### config.mk
export PLATFORM = sky130hd
export DESIGN_NAME = sigmul_seq_ctrl_flat
export DESIGN_NICKNAME = d
export VERILOG_FILES = /design/src/rtl/sigmul_seq_ctrl_if.sv /design/src/rtl/sigmul_seq_ctrl.sv /design/src/flat_wrapper.sv
export SDC_FILE = /design/constraint.sdc
export NUM_CORES = 1
export LEC_CHECK = 0
export CAP_MARGIN = 20
export CORE_ASPECT_RATIO = 0.8
export CORE_MARGIN = 8
export CORE_UTILIZATION = 41
export DETAILED_ROUTE_END_ITERATION = 16
export GPL_TIMING_DRIVEN = 0
export PLACE_DENSITY_LB_ADDON = 0.15
export SYNTH_ARGS = -nofsm -noshare
export SYNTH_HDL_FRONTEND = slang
export SYNTH_SLANG_ARGS = --single-unit
### constraint.sdc
create_clock -name clk -period 4.7 [get_ports clk]
set_clock_uncertainty 0.1 [all_clocks]
set_input_delay 0.94 -clock clk [delete_from_list [all_inputs] [get_ports clk]]
set_output_delay 0.94 -clock clk [all_outputs]
set_load 0.005 [all_outputs]
### src/rtl/sigmul_seq_ctrl_if.sv
// Handshake and data bundle for the sequential significand multiplier.
//   start  : multiply request (master -> slave)
//   x, y   : N-bit multiplicand / multiplier (master -> slave)
//   busy   : high while the multiplier is iterating (slave -> master)
//   done   : one-cycle completion pulse (slave -> master)
//   p      : 2N-bit registered product (slave -> master)
interface sigmul_seq_ctrl_if #(
  parameter int N = 11
);
  logic           start;
  logic [N-1:0]   x;
  logic [N-1:0]   y;
  logic           busy;
  logic           done;
  logic [2*N-1:0] p;

  modport master (output start, x, y, input busy, done, p);
  modport slave  (input start, x, y, output busy, done, p);
endinterface

### src/rtl/sigmul_seq_ctrl.sv
// Sequential shift-and-add significand multiplier (N x N -> 2N).
// One partial product is added per cycle through a single shared ripple
// adder. The accumulator is split into HI (upper N bits) and LO (lower N
// bits); LO starts as the multiplier and is shifted out as product bits
// are shifted in.
// Ports:
//   clk   : clock, rising edge
//   rst_n : asynchronous active-low reset
//   bus   : sigmul_seq_ctrl_if slave modport (start/x/y in, busy/done/p out)
// N must be at least 2.

module sigmul_ha (
  input  logic a,
  input  logic b,
  output logic s,
  output logic c
);
  assign s = a ^ b;
  assign c = a & b;
endmodule

module sigmul_fa (
  input  logic a,
  input  logic b,
  input  logic ci,
  output logic s,
  output logic co
);
  assign s  = a ^ b ^ ci;
  assign co = (a & b) | (ci & (a ^ b));
endmodule

// state | meaning
// ------+-----------------------------------------------
// IDLE  | waiting for start; all registers hold
// RUN   | one add/shift iteration per cycle, N in total
// DONE  | product valid in p, done pulse, back to IDLE
module sigmul_seq_ctrl #(
  parameter int N = 11
) (
  input  logic             clk,
  input  logic             rst_n,
  sigmul_seq_ctrl_if.slave bus
);
  localparam logic [1:0] IDLE = 2'd0;
  localparam logic [1:0] RUN  = 2'd1;
  localparam logic [1:0] DONE = 2'd2;

  localparam int CW = (N > 1) ? $clog2(N) : 1;
  localparam logic [CW-1:0] LAST = CW'(N - 1);

  logic [1:0]    state;
  logic [N-1:0]  mc;
  logic [N-1:0]  hi;
  logic [N-1:0]  lo;
  logic [CW-1:0] cnt;
  logic [2*N-1:0] p_q;

  logic [N-1:0]  addend;
  logic [N-1:0]  sum;
  logic [N:1]    carry;
  logic [N:0]    s;
  logic [N-1:0]  hi_nxt;
  logic [N-1:0]  lo_nxt;

  assign addend = lo[0] ? mc : '0;

  // Shared ripple adder: half adder in bit 0 (no carry in), full adders above.
  sigmul_ha u_ha0 (
    .a (hi[0]),
    .b (addend[0]),
    .s (sum[0]),
    .c (carry[1])
  );

  genvar gi;
  generate
    for (gi = 1; gi < N; gi++) begin : g_fa
      sigmul_fa u_fa (
        .a  (hi[gi]),
        .b  (addend[gi]),
        .ci (carry[gi]),
        .s  (sum[gi]),
        .co (carry[gi+1])
      );
    end
  endgenerate

  // Carry out is kept as the MSB so the product never overflows.
  assign s      = {carry[N], sum};
  assign hi_nxt = s[N:1];
  assign lo_nxt = {s[0], lo[N-1:1]};

  always_ff @(posedge clk or negedge rst_n) begin
    if (!rst_n) begin
      state <= IDLE;
      mc    <= '0;
      hi    <= '0;
      lo    <= '0;
      cnt   <= '0;
      p_q   <= '0;
    end else begin
      case (state)
        IDLE: begin
          if (bus.start) begin
            mc    <= bus.x;
            lo    <= bus.y;
            hi    <= '0;
            cnt   <= '0;
            state <= RUN;
          end
        end
        RUN: begin
          hi <= hi_nxt;
          lo <= lo_nxt;
          if (cnt == LAST) begin
            // Final iteration: publish the post-update accumulator.
            // The counter parks at N-1 rather than wrapping.
            p_q   <= {hi_nxt, lo_nxt};
            state <= DONE;
          end else begin
            cnt <= cnt + CW'(1);
          end
        end
        DONE: begin
          state <= IDLE;
        end
        default: begin
          state <= IDLE;
        end
      endcase
    end
  end

  assign bus.busy = (state == RUN);
  assign bus.done = (state == DONE);
  assign bus.p    = p_q;

endmodule

### src/flat_wrapper.sv
// flat-port wrapper written by rule: the top's interface ports become plain ports
module sigmul_seq_ctrl_flat 
#(
  parameter int N = 11
)
  (clk, rst_n, bus_start, bus_x, bus_y, bus_busy, bus_done, bus_p);
  sigmul_seq_ctrl_if #(.N(N)) bus_i ();
  input  logic clk;
  input  logic rst_n;
  input wire logic [$bits(bus_i.start)-1:0] bus_start;
  input wire logic [$bits(bus_i.x)-1:0] bus_x;
  input wire logic [$bits(bus_i.y)-1:0] bus_y;
  output wire logic [$bits(bus_i.busy)-1:0] bus_busy;
  output wire logic [$bits(bus_i.done)-1:0] bus_done;
  output wire logic [$bits(bus_i.p)-1:0] bus_p;
  assign bus_i.start = bus_start;
  assign bus_i.x = bus_x;
  assign bus_i.y = bus_y;
  assign bus_busy = bus_i.busy;
  assign bus_done = bus_i.done;
  assign bus_p = bus_i.p;
  sigmul_seq_ctrl #(.N(N)) u_core (.clk(clk), .rst_n(rst_n), .bus(bus_i));
endmodule
==> results by group, run 1 <==
STA
  – Final number of max-transition violations: 0
  – Final hold violations: 0
  – Final WS setup: 0.0008220 ns
  – Unrepaired setup endpoints after global routing: true
  – Clock period minus final worst setup slack: 4.699 ns
  – Transition time of the tightest slew-check pin: 0.6964 ns
  – Part of the cycle the worst path needs: 99.98%
  – Fmax: 0.2128 GHz
  – Headroom to the max-slew limit: 53.57%
  – Number of setup violations in the final report: 0
  – Final-layout worst hold slack: 0.3880 ns

Final layout
  – ANT cells: 0
  – Multi-input gate area: 0.001275 sq mm
  – Count of fill cells added during filler insertion: 615
  – Ratio of cells with drive above 1 in the final layout: 21.94%
  – Final Net Count: 343
  – Growth of design area from synthesis to finish: 29.55%
  – Fin cells: 397
  – Total area of sequential cells: 0.001526 sq mm

Pwr
  – Fraction of power spent switching nets: 34.09%
  – Combinational share of power: 42.7%
  – Power density normalized to cell area: 646.2 mW/mm^2
  – Clock Power Share: 18.9%
  – Peak supply drop: 0.2743 mV
  – Leakage Power: 1.622 nW
  – Flop pwr share: 38.4%
  – Total power: 0.002428 W
  – Cell internal power dissipation: 0.001600 W
  – Net switching power: 0.0008276 W

GRT
  – Global router's overall resource usage: 13.24%
  – First-pass GRT wire length: 10360 microns
  – Largest net degree at the start of global routing: 34
  – Number of global-route vias before repair: 2110
  – Antenna violations before repair: 0
  – Remaining Overflow, GRT: 0

Routing
  – DR vias: 1968
  – Detail-routed via count per cell: 4.957
  – DRC: 0
  – Violation count after the first detailed-route iteration: 76
  – Routed wire length per instance: 15.57 microns
  – Antenna violation net count after detailed routing: 0
  – Routed wire length: 6180 microns
  – Detailed-routing iteration count for the pre-antenna-repair pass: 4

Placed design
  – Final estimated routing congestion in global placement: 0.7453
  – Final HPWL DP: 4488 microns
  – Number of cells after detailed placement: 380
  – Quantity of I/O buffers inserted on ports: 48
  – Setup slack at placement: -0.2246 ns

Synthesis
  – Cell taking the most area after synthesis: dfrtp_1
  – Ys async rst share: 100.0%
  – Synth top area cells: dfrtp_1 53%, mux2_4 10%, fa_1 6.9%
  – Count of state elements after synthesis: 61
  – Number of enable-type register cells in the synthesized netlist: 0
  – Mean area per synthesized cell: 11.89 sq um
  – Most numerous cell in the Yosys netlist: dfrtp_1
  – Share of the yosys chip area belonging to registers: 52.63%
  – Number of distinct library cell variants in the gate-level netlist after synthesis: 31
  – Top flip-flop cell by instance count after synthesis: dfrtp_1
  – Mapped Cells: 244
  – Fraction of post-synthesis cell area in the top cell type by area: 52.63%
  – Mapped Area: 0.002900 sq mm
  – Warning count from the yosys run: 0
  – Synth Net Count: 282
  – Ranking of synthesized cells by instance count: 61 x dfrtp_1, 40 x o21ai_0, 31 x nand2_1

CTS
  – TritonCTS clock tree: done
  – Post-CTS Hold Buffers: 0
  – Buffer type at the clock tree root: clkbuf_8
  – Buffers from clock root to sink, at most: 2
  – Number of H-tree levels: 3
  – Clock transition at the register clock pins on the worst setup and hold paths after CTS: 0.07 ns
  – Later-pin clock latency in the skew report: 0.33 ns
  – Clock sinks: 61
  – CTS buffer count: 9

Min path
  – Hold WC Path Type: reg -> reg

Critical path
  – Critical Path, Cell by Cell: and2_4, ha_4, inv_2, fa_2, fa_2, fa_2, fa_2, fa_2, fa_2, fa_2, fa_2, fa_2, fa_2, o21ai_1
  – Worst endpoint required time: 4.82 ns
  – CP Max Fanout: 3
  – Critical setup path kind: reg -> reg
  – Critical path arrival: 4.82 ns
  – Crit start category: register
  – Endpoint class of the critical path: register
  – Crit path top cell by count: fa_2
  – Max incr delay on CP: 0.58 ns
  – Critical-path top delay cell: fa_2

Floorplan
  – Standard-cell row count: 27
  – Initial Utilization: 42.29%
  – IO Pins: 49
  – Horizontal die dimension: 110.0 microns
  – Full die area: 0.01004 sq mm
  – Vertical extent of the die: 91.23 microns
  – Area of the core: 0.006858 sq mm

Job
  – Maximum capacitance violations: 0

Status
  – Run status: finished clean
-- final cells by class --
class                      instances  area share [%]
clock buffer                      11           3.763
inverter                          14           1.532
multi-input combinational        157           33.93
buffer                            12           2.531
tap                               87           2.897
sequential                        61           40.63
clock inverter                     5           1.332
timing repair buffer              50           13.39
-- worst max-delay path, delay by kind of cell (launching register included) --
kind	cells	cell delay, ns
adders and majority gates	11	3.80
DFF	1	0.40
and+or+nand+nor	1	0.17
AOI/OAI and AO/OA	1	0.08
buffers and inverters	1	0.03
-- what timing repair did --
item,4_1_cts,5_1_grt
buffers inserted,1,0
setup endpoints to repair,4,3
pin swaps,2,2
gates resized for setup,7,6
-- routing by layer --
metal / GRT usage [%] / vias up / routed length, microns
li1: - / 955 / -
met4: 4.938 / 0 / 73
met3: 4.167 / 11 / 314
met5: 0 / - / 0
met1: 19.38 / 950 / 3274
met2: 17.60 / 52 / 2517
-- logic make-up (layout without fill, tap and decap cells) --
group / after synthesis / in the layout / share of synthesized area [%]
adder cells (fa/ha/maj): 13 / 13 / 8.197
flip-flops: 61 / 61 / 52.63
AO/OA/AOI/OAI: 65 / 65 / 12.38
multiplexers: 22 / 22 / 11.13
buffers and inverters: 26 / 92 / 4.917
AND/OR/NAND/NOR: 57 / 57 / 10.74
-- power by group through the flow --
stage	Sequential (W)	Combinational (W)	Clock [W]
3_5_place_dp	0.000937	0.00102	0
6_report	0.000933	0.00104	0.000459
2_1_floorplan	0.000901	0.000648	0
5_1_grt	0.000964	0.00117	0.000488
4_1_cts	0.000932	0.00104	0.000467
3_3_place_gp	0.000935	0.00100	0
-- flip-flops by register name, indices dropped and copies added (netlist names) --
signal / cells
u_core.state: 2
u_core.bus.p: 22
u_core.cnt: 4
u_core.mc: 11
u_core.lo: 11
u_core.hi: 11
-- stage by stage --
stage / util (%) / instance area (sq um) / TNS (ns)
floorplan: - / 2920 / 0
global placement: 51.18 / 3510 / -0.5444
detailed placement: 51.40 / 3525 / -0.6955
CTS: 54.52 / 3739 / -0.07774
global route: 54.79 / 3757 / -0.1175
finish: 54.79 / 3757 / 0
-- layout by cell type (no fill, tap or decap), drive strengths merged --
master	n
clkbuf	16
or4	1
and2b	6
and2	1
and3b	1
a21oi	7
fa	10
o21ai	45
a22oi	11
nor2	1
nor2b	5
nand3	8
dfrtp	61
o21bai	1
clkinv	4
ha	3
inv	14
nand2b	1
bufinv	1
clkdlybuf4s50	47
nand3b	1
buf	10
nand2	32
mux2	22
o311ai	1
-- path summary, 6_finish.rpt --
check	end	cells after the start	slack, ns	start
setup / recovery	u_core.bus.p[20]	14	0.0008	u_core.lo[0]
hold / removal	u_core.hi[6]	2	0.39	u_core.hi[6]
setup reg to reg	u_core.bus.p[20]	14	0.0008	u_core.lo[0]
hold reg to reg	u_core.hi[6]	2	0.39	u_core.hi[6]
max in group asynchronous	u_core.state[1]	2	3.33	rst_n
min in group asynchronous	u_core.hi[4]	1	0.55	rst_n
(Power assumes the default switching activity.)
==> run 2: changes to the inputs <==
Settings changed: CTS_CLUSTER_DIAMETER set to 100, TNS_END_PERCENT set to 30.
==> results by group, run 2 (synthesis gave the netlist of run 1 again) <==
CTS
  – Later-pin clock latency in the skew report: 0.33 ns
  – CTS buffer count: 9
  – Buffer type at the clock tree root: clkbuf_8
  – Post-CTS Hold Buffers: 0
  – Clock transition at the register clock pins on the worst setup and hold paths after CTS: 0.07 ns
  – Clock sinks: 61
  – TritonCTS clock tree: done
  – Buffers from clock root to sink, at most: 2
  – Number of H-tree levels: 3

Pwr
  – Peak supply drop: 0.2727 mV
  – Total power: 0.002418 W
  – Leakage Power: 1.624 nW
  – Power density normalized to cell area: 645.7 mW/mm^2

Critical path
  – Critical-path top delay cell: fa_2
  – Register-to-Register Setup Slack: -0.009 ns
  – Crit start category: register
  – Crit path top cell by count: fa_2
  – Worst endpoint required time: 4.82 ns
  – CP Max Fanout: 3
  – Max incr delay on CP: 0.58 ns
  – Critical Path, Cell by Cell: and2_4, ha_1, inv_2, fa_2, fa_2, fa_2, fa_2, fa_2, fa_2, fa_2, fa_2, fa_2, fa_2, o21ai_1
  – Endpoint class of the critical path: register
  – Critical setup path kind: reg -> reg
  – Critical path arrival: 4.83 ns

STA
  – Transition time of the tightest slew-check pin: 0.6966 ns
  – Unrepaired setup endpoints after global routing: true
  – Part of the cycle the worst path needs: 100.2%
  – Clock period minus final worst setup slack: 4.709 ns
  – Number of setup violations in the final report: 2
  – Final WS setup: -0.009424 ns
  – Final number of max-transition violations: 0
  – Fmax: 0.2123 GHz
  – Headroom to the max-slew limit: 53.56%
  – Final hold violations: 0

GRT
  – Largest net degree at the start of global routing: 34
  – Remaining Overflow, GRT: 0
  – Number of global-route vias before repair: 2110
  – Antenna violations before repair: 0
  – Global router's overall resource usage: 13.24%
  – First-pass GRT wire length: 10360 microns

Final layout
  – Number of flip-flops in the largest register: 22
  – Commonest non-fill, non-tap cell in the layout: dfrtp_1
  – ANT cells: 0
  – Fraction of the core area covered by cells at the end of the flow: 54.61%
  – Growth of design area from synthesis to finish: 29.12%
  – Fin cells: 397
  – Ratio of cells with drive above 1 in the final layout: 21.61%
  – Highest-count cells in the layout ignoring fill and taps: 61 x dfrtp_1, 47 x clkdlybuf4s50_1, 38 x o21ai_0
  – Final Net Count: 343

Floorplan
  – Vertical extent of the die: 91.23 microns
  – Initial Utilization: 42.29%
  – Area of the core: 0.006858 sq mm
  – Standard-cell row count: 27
  – IO Pins: 49
  – Horizontal die dimension: 110.0 microns
  – Full die area: 0.01004 sq mm

Routing
  – WL met1: 3273 microns
  – DR vias: 1980
  – Detailed-routing iteration count for the pre-antenna-repair pass: 4
  – Detail-routed via count per cell: 4.987
  – Top routing layer in use: met4
  – Antenna violation net count after detailed routing: 0
  – Routed wire length per instance: 15.55 microns
  – Met3 routed WL: 319 microns
  – Met2 layer wire length in the routed design: 2516 microns
  – Routed wire length: 6175 microns
  – Violation count after the first detailed-route iteration: 80
  – DRC: 0

Placed design
  – Final HPWL DP: 4488 microns
  – Number of cells after detailed placement: 380
  – Setup slack at placement: -0.2246 ns
  – Quantity of I/O buffers inserted on ports: 48
  – Final estimated routing congestion in global placement: 0.7453

Job
  – Maximum capacitance violations: 0

Status
  – Run status: finished, violations left
  – Violations in the final reports: setup timing

Min path
  – Hold WC Path Type: reg -> reg
## run 2: cell counts in the layout (fill, tap and decap cells not counted)
No cell type changed its count.
## run 2: area by class of cell
type	instances	area, sq um
fill	618	3113
sequential	61	1526
multi-input combinational	157	1262
timing repair buffer	50	503.0
clock buffer	11	141.4
tap	87	108.9
buffer	12	95.09
inverter	14	57.56
clock inverter	5	50.05
## run 2: per-layer routing
metal / vias up / track usage (%)
met1: 961 / 19.38
met3: 10 / 4.167
met5: - / 0
li1: 956 / -
met4: 0 / 4.938
met2: 53 / 17.60
## run 2: timing repair
item                                    4_1_cts  5_1_grt
gates cloned                                  0        0
gates resized for setup                       7        4
endpoints found under the setup margin        4        3
pin swaps                                     2        2
setup buffers                                 1        0
## run 2: path summary, 6_finish.rpt
check / start / endpoint / cells past startpoint
max: u_core.lo[0] / u_core.bus.p[20] / 14
max reg2reg: u_core.lo[0] / u_core.bus.p[20] / 14
min: u_core.hi[6] / u_core.hi[6] / 2
min reg2reg: u_core.hi[6] / u_core.hi[6] / 2
min in group asynchronous: rst_n / u_core.hi[4] / 1
max in group asynchronous: rst_n / u_core.state[1] / 2
## run 2: power by group
part	total [W]	switching [W]	leakage (nW)	internal, W
Combinational	0.00103	0.000458	0.756	0.000571
Sequential	0.000931	0.000164	0.765	0.000767
Clock	0.000458	0.000202	0.103	0.000256
## run 2: per-stage QoR
step                      cell area, sq um  TNS (ns)  hold slack (ns)
final                                 3745  -0.01332           0.3879
after detailed placement              3525   -0.6955           0.3769
after global routing                  3745   -0.1635           0.4186
after CTS                             3739  -0.07774           0.3920
after floorplan                       2920         0           0.3498
after global placement                3510   -0.5444           0.3678
## run 2: worst max-delay path, delay by kind of cell (launching register included)
family / cells / cell delay [ns]
AO/OA/AOI/OAI: 1 / 0.08
adder cells (fa/ha/maj): 11 / 3.83
buffers and inverters: 1 / 0.04
flip-flops: 1 / 0.40
AND/OR/NAND/NOR: 1 / 0.16
